$ cat config.mk
export PLATFORM = sky130hd
export DESIGN_NAME = button_conditioner
export DESIGN_NICKNAME = d
export VERILOG_FILES = /design/src/rtl/button_conditioner_pkg.sv /design/src/rtl/button_channel.sv /design/src/rtl/button_conditioner.sv
export SDC_FILE = /design/constraint.sdc
export NUM_CORES = 1
export LEC_CHECK = 0
export BUFFER_PORTS_ARGS = -buffer_cell sky130_fd_sc_hd__buf_2
export CELL_PAD_IN_SITES_DETAIL_PLACEMENT = 1
export CELL_PAD_IN_SITES_GLOBAL_PLACEMENT = 1
export CORE_ASPECT_RATIO = 0.8
export CORE_MARGIN = 2
export CORE_UTILIZATION = 50
export CTS_CLUSTER_DIAMETER = 50
export DETAILED_ROUTE_END_ITERATION = 8
export PLACE_DENSITY_LB_ADDON = 0.1
export SLEW_MARGIN = 0
export SYNTH_ARGS = -nofsm -noshare
export SYNTH_HDL_FRONTEND = slang
export SYNTH_SLANG_ARGS = --single-unit
$ cat constraint.sdc
create_clock -name clk -period 2.68 [get_ports clk]
set_input_delay 0.536 -clock clk [delete_from_list [all_inputs] [get_ports clk]]
set_output_delay 0.536 -clock clk [all_outputs]
set_load 0.1 [all_outputs]
$ cat src/rtl/button_conditioner_pkg.sv
// Shared definitions for the button conditioner.
//   rep_state_e : per-channel auto-repeat state.
//   cnt_width() : bit width of a counter that runs 0 .. max_count-1 (at least 1 bit).
package button_conditioner_pkg;

    typedef enum logic [1:0] {
        ST_IDLE   = 2'd0,
        ST_DELAY  = 2'd1,
        ST_REPEAT = 2'd2,
        ST_HOLD   = 2'd3
    } rep_state_e;

    function automatic int unsigned cnt_width(input int unsigned max_count);
        if (max_count <= 32'd2) begin
            return 32'd1;
        end else begin
            return $clog2(max_count);
        end
    endfunction

endpackage

$ cat src/rtl/button_channel.sv
// One conditioned button: synchroniser, debouncer and auto-repeat FSM.
// Ports:
//   clk, rst_n  : system clock, asynchronous active-low reset
//   raw         : unsynchronised active-high input
//   repeat_en   : auto-repeat enable (synchronous)
//   level       : debounced level
//   press       : 1-cycle strobe on accepted 0->1
//   rel         : 1-cycle strobe on accepted 1->0 ("release" is a reserved word)
//   pulse       : press OR auto-repeat strobe
module button_channel
    import button_conditioner_pkg::*;
#(
    parameter int unsigned SYNC_STAGES     = 32'd2,
    parameter int unsigned DEBOUNCE_CYCLES = 32'd1_000_000,
    parameter int unsigned REPEAT_DELAY    = 32'd50_000_000,
    parameter int unsigned REPEAT_PERIOD   = 32'd10_000_000
) (
    input  logic clk,
    input  logic rst_n,
    input  logic raw,
    input  logic repeat_en,
    output logic level,
    output logic press,
    output logic rel,
    output logic pulse
);

    localparam int unsigned DW      = cnt_width(DEBOUNCE_CYCLES);
    localparam int unsigned REP_MAX = (REPEAT_DELAY > REPEAT_PERIOD) ? REPEAT_DELAY : REPEAT_PERIOD;
    localparam int unsigned RW      = cnt_width(REP_MAX);

    localparam logic [DW-1:0] DEB_LAST    = DW'(DEBOUNCE_CYCLES - 32'd1);
    localparam logic [RW-1:0] DELAY_LAST  = RW'(REPEAT_DELAY - 32'd1);
    localparam logic [RW-1:0] PERIOD_LAST = RW'(REPEAT_PERIOD - 32'd1);

    logic [SYNC_STAGES-1:0] sync_r;
    logic [DW-1:0]          dcnt_r;
    logic [DW-1:0]          dcnt_nxt_s;
    logic [RW-1:0]          rcnt_r;
    logic [RW-1:0]          rcnt_nxt_s;
    rep_state_e             state_r;
    rep_state_e             state_nxt_s;
    logic                   s_s;
    logic                   toggle_s;
    logic                   rise_s;
    logic                   fall_s;
    logic                   rep_s;
    logic                   level_r;
    logic                   press_r;
    logic                   rel_r;
    logic                   pulse_r;

    assign s_s    = sync_r[SYNC_STAGES-1];
    assign rise_s = toggle_s & ~level_r;
    assign fall_s = toggle_s & level_r;

    // Debounce: count consecutive cycles where the synchronised input disagrees with level
    always_comb begin
        dcnt_nxt_s = '0;
        toggle_s   = 1'b0;
        if (s_s != level_r) begin
            if (dcnt_r == DEB_LAST) begin
                toggle_s   = 1'b1;
                dcnt_nxt_s = '0;
            end else begin
                dcnt_nxt_s = dcnt_r + 1'b1;
            end
        end else begin
            dcnt_nxt_s = '0;
        end
    end

    // Repeat FSM next state; a release always wins over a repeat tick or enable drop
    always_comb begin
        state_nxt_s = state_r;
        rcnt_nxt_s  = rcnt_r;
        rep_s       = 1'b0;
        case (state_r)
            ST_IDLE: begin
                rcnt_nxt_s = '0;
                if (rise_s) begin
                    state_nxt_s = repeat_en ? ST_DELAY : ST_HOLD;
                end else begin
                    state_nxt_s = ST_IDLE;
                end
            end
            ST_DELAY, ST_REPEAT: begin
                if (fall_s) begin
                    state_nxt_s = ST_IDLE;
                    rcnt_nxt_s  = '0;
                end else if (!repeat_en) begin
                    // Once dropped, repeats stay off until the next press
                    state_nxt_s = ST_HOLD;
                    rcnt_nxt_s  = '0;
                end else if (rcnt_r == ((state_r == ST_DELAY) ? DELAY_LAST : PERIOD_LAST)) begin
                    rep_s       = 1'b1;
                    state_nxt_s = ST_REPEAT;
                    rcnt_nxt_s  = '0;
                end else begin
                    rcnt_nxt_s  = rcnt_r + 1'b1;
                end
            end
            ST_HOLD: begin
                rcnt_nxt_s = '0;
                if (fall_s) begin
                    state_nxt_s = ST_IDLE;
                end else begin
                    state_nxt_s = ST_HOLD;
                end
            end
            default: begin
                state_nxt_s = ST_IDLE;
                rcnt_nxt_s  = '0;
            end
        endcase
    end

    // State, counters, synchroniser and registered outputs
    always_ff @(posedge clk or negedge rst_n) begin
        if (!rst_n) begin
            sync_r  <= '0;
            dcnt_r  <= '0;
            rcnt_r  <= '0;
            state_r <= ST_IDLE;
            level_r <= 1'b0;
            press_r <= 1'b0;
            rel_r   <= 1'b0;
            pulse_r <= 1'b0;
        end else begin
            sync_r  <= {sync_r[SYNC_STAGES-2:0], raw};
            dcnt_r  <= dcnt_nxt_s;
            rcnt_r  <= rcnt_nxt_s;
            state_r <= state_nxt_s;
            level_r <= level_r ^ toggle_s;
            press_r <= rise_s;
            rel_r   <= fall_s;
            pulse_r <= rise_s | rep_s;
        end
    end

    assign level = level_r;
    assign press = press_r;
    assign rel   = rel_r;
    assign pulse = pulse_r;

endmodule

$ cat src/rtl/button_conditioner.sv
// N-channel button conditioner: one independent button_channel per input.
// Ports:
//   clk, rst_n : system clock, asynchronous active-low reset
//   raw        : N unsynchronised active-high inputs
//   repeat_en  : N per-channel auto-repeat enables
//   level      : N debounced levels
//   press      : N press strobes
//   rel        : N release strobes ("release" is a reserved word)
//   pulse      : N press-or-repeat strobes, wired to the main module
module button_conditioner
    import button_conditioner_pkg::*;
#(
    parameter int unsigned N               = 32'd5,
    parameter int unsigned SYNC_STAGES     = 32'd2,
    parameter int unsigned DEBOUNCE_CYCLES = 32'd1_000_000,
    parameter int unsigned REPEAT_DELAY    = 32'd50_000_000,
    parameter int unsigned REPEAT_PERIOD   = 32'd10_000_000
) (
    input  logic         clk,
    input  logic         rst_n,
    input  logic [N-1:0] raw,
    input  logic [N-1:0] repeat_en,
    output logic [N-1:0] level,
    output logic [N-1:0] press,
    output logic [N-1:0] rel,
    output logic [N-1:0] pulse
);

    for (genvar g = 0; g < int'(N); g++) begin : g_ch
        button_channel #(
            .SYNC_STAGES     (SYNC_STAGES),
            .DEBOUNCE_CYCLES (DEBOUNCE_CYCLES),
            .REPEAT_DELAY    (REPEAT_DELAY),
            .REPEAT_PERIOD   (REPEAT_PERIOD)
        ) u_ch (
            .clk       (clk),
            .rst_n     (rst_n),
            .raw       (raw[g]),
            .repeat_en (repeat_en[g]),
            .level     (level[g]),
            .press     (press[g]),
            .rel       (rel[g]),
            .pulse     (pulse[g])
        );
    end

endmodule

==> impl_metrics.tcl <==
set metrics [dict create \
    status "complete, no violations" \
    cts_sinks 270 \
    initial_utilization 0.512 \
    skew_ns 0.0119 \
    slew_headroom 0.485 \
    min_to "g_ch[3].u_ch.sync_r[0]" \
    setup_viol 0 \
    finalWorstSetupSlack_ns 0.195 \
    cts_root_buffer "clkbuf_16" \
    met2WireLength_mm 13.9 \
    critPathArrivalTime_ns 2.86 \
    wl_met3_um 823 \
    post_cts_buffers 0 \
    synth_enable_flop_cells 0 \
    vias 9845 \
    path_max_fanout 25 \
    htreeDepth 2 \
    clkTransAtPathRegs_ns 0.05 \
    routed.top_layer "met4" \
    antenna_found_initial 0 \
    wl_met1_mm 14.9 \
    die-area_um2 28400 \
    setup.worst_path.start_class "flip-flop" \
    tns_ns 0 \
    drtIter0Drc 516 \
    postSynthAreaPerCell_um2 9.80 \
    post-place-cells 1733 \
    clock_path_buffers 3 \
    nNetsFinal 1450 \
    setup.worst_path.end_class "flip-flop" \
    cp.required_ns 3.06 \
    core_area_um2 26400 \
    syn2layout_area_growth_pct 11.6 \
    via_per_inst 5.50 \
    synthCells 1378 \
    grt_pass1_vias 10330 \
    drv_cap 0 \
    ys_ff_latch 270 \
    drive_above_1_share 0.0900 \
    worst_slew_pin_slew_ns 0.770 \
    cts_buffers 34 \
    dieHeight_um 151 \
    path_class "reg2reg" \
    final-instance-count-excl-fill 1791 \
    fin_crit_sh 0.927 \
    overflow 0 \
    clock_latency_ns 0.51 \
    grt_use_total 0.222 \
    drtPass1Iterations 4 \
    p_leak_nw 6.48 \
    io_pins 32 \
    synth_area_leaders "dfrtp_1, xor2_1, nor2_1, xnor2_1, nand3_1" \
    syn_nets 1415 \
    rsz0062_at_grt "false" \
    ys_types 52 \
    ys_warn_count 0 \
    r2r-start "g_ch[0].u_ch.rcnt_r[11]" \
    cts_tree "built" \
    r2r-end "g_ch[0].u_ch.rcnt_r[23]" \
    r2r.worst_path.cells 6 \
    max_freq_ghz 0.402 \
    io_buffer_count 31 \
    synth_seq_area_share 0.500 \
    min_period_ns 2.48 \
    min_from "raw[3]" \
    netlist_area_um2 13500 \
    route.detailed.drc 0 \
    grt_max_degree 83 \
    synth_top_area_frac 0.500 \
    wirelength_mm 30.0 \
    hp-class "in2reg" \
    utilization 0.571 \
    routedWlPerCell_um 16.8 \
    reg2reg_slack_ns 0.20 \
    antennaDiodeCount 0 \
    place_ws_ns 0.205 \
    drv_slew 0 \
    async_flop_share 1.00 \
    place_hpwl_mm 19.9 \
    powerDensity_nw_per_um2 584 \
    core.rowCount 53 \
    synthFlopType "dfrtp_1" \
    netlist.top_cell.by_area "dfrtp_1" \
    die_w_um 188 \
    gp_congestion 0.796 \
    ant_nets 0 \
    grt_first_pass_wirelength_mm 52.2 \
    ir_drop_v 0.000369 \
    hold_violations 0 \
    min_path_cells 1 \
]
worst max-delay path by stage:
stage / from / to / slack, ns
3_3_place_gp: g_ch[0].u_ch.rcnt_r[11] / g_ch[0].u_ch.rcnt_r[3] / 0.27
3_5_place_dp: g_ch[0].u_ch.rcnt_r[11] / g_ch[0].u_ch.rcnt_r[15] / 0.20
2_1_floorplan: g_ch[0].u_ch.rcnt_r[11] / g_ch[0].u_ch.state_r[0] / 0.38
6_report: g_ch[0].u_ch.rcnt_r[11] / g_ch[0].u_ch.rcnt_r[23] / 0.20
5_1_grt: g_ch[0].u_ch.rcnt_r[11] / g_ch[0].u_ch.rcnt_r[16] / 0.04
4_1_cts: g_ch[0].u_ch.rcnt_r[11] / g_ch[0].u_ch.rcnt_r[16] / 0.19
layout by cell type (no fill, tap or decap), types with 5 or more instances in the layout:
cell	count
nor4_1	25
nand4_1	58
or2_2	6
and4_1	24
and4b_1	5
or4_1	9
clkbuf_16	35
o21bai_1	9
xor2_1	143
nand3_1	96
dfrtp_1	270
clkinv_2	5
and2_1	9
nor2_1	258
buf_4	22
nor4b_1	6
nor2b_1	7
and3_1	34
buf_2	30
mux2i_1	6
nor3_1	43
o31a_1	5
ha_1	25
o32ai_1	6
nand4b_1	9
nand2b_1	9
o21ai_0	13
inv_1	30
clkbuf_1	8
xnor2_1	68
nand2_1	101
cell type report:
type                            instances  area (um^2)
Clock buffer                           46          947
Inverter                               30          113
Clock inverter                         11          119
Multi-Input combinational cell       1019         6280
Fill cell                            2960        11300
Sequential cell                       270         6760
Timing Repair Buffer                   58          420
Tap cell                              357          447
report_power, final:
group	internal, mW	switching [mW]	leakage (nW)
Sequential	4.11	0.0351	3.69
Combinational	0.0784	0.187	2.27
Clock	2.67	1.73	0.523
Total	6.86	1.95	6.48
critical path: stages, from the launching register on:
cell and delay (ns):
dfrtp_1 0.40, or4_1 0.53, or4_1 0.53, a211oi_2 0.28
or2_1 0.21, buf_4 0.29, nor2_1 0.09
per-stage QoR:
stage               total power [mW]  hold WS [ns]  cell area [um^2]
CTS                             8.95         0.111             15100
floorplan                       4.34         0.240             13500
global placement                4.48         0.333             14000
detailed placement              4.49         0.339             14000
global route                    9.17         0.115             15100
finish                          8.81         0.132             15100
routing by layer:
layer	global-route usage	up-vias
met3	0.0320	42
met2	0.363	95
li1	-	4775
met5	0	-
met4	0.0516	0
met1	0.316	4933
synthesized netlist by cell type (4+ instances only):
cell type / count
a211o_1: 4
and2_1: 9
and3_1: 34
and4_1: 24
and4b_1: 5
buf_2: 10
buf_4: 26
buf_6: 4
clkbuf_1: 19
dfrtp_1: 270
ha_1: 25
inv_1: 30
mux2_2: 4
mux2i_1: 6
nand2_1: 101
nand2b_1: 9
nand3_1: 96
nand4_1: 58
nand4b_1: 9
nor2_1: 258
nor2b_1: 7
nor3_1: 43
nor4_1: 25
nor4b_1: 6
o2111ai_1: 4
o21ai_0: 13
o21bai_1: 9
o31a_1: 5
o32ai_1: 6
or2_2: 6
or4_1: 9
xnor2_1: 68
xor2_1: 143
kinds of logic after synthesis:
kind of cell	count (synthesis)	share of synthesized area
flops	270	0.500
mux	10	0.00778
fa+ha+maj	25	0.0232
compound gates	45	0.0244
xor+xnor	211	0.137
simple gates	728	0.273
buf+inv	89	0.0351
timing repair:
item	CTS	global route
endpoints found under the hold margin	34	0
gates resized for setup	0	0
hold buffers	1	0
state kept, by name (all words and copies together), names as in the netlist, named ones only:
name and cells:
g_ch.u_ch.dcnt_r 100, g_ch.u_ch.press 5, g_ch.u_ch.pulse 5, g_ch.u_ch.rcnt_r 130, g_ch.u_ch.rel 5, g_ch.u_ch.state_r 10, g_ch.u_ch.sync_r 10
Power figures use the tool's default switching activity.
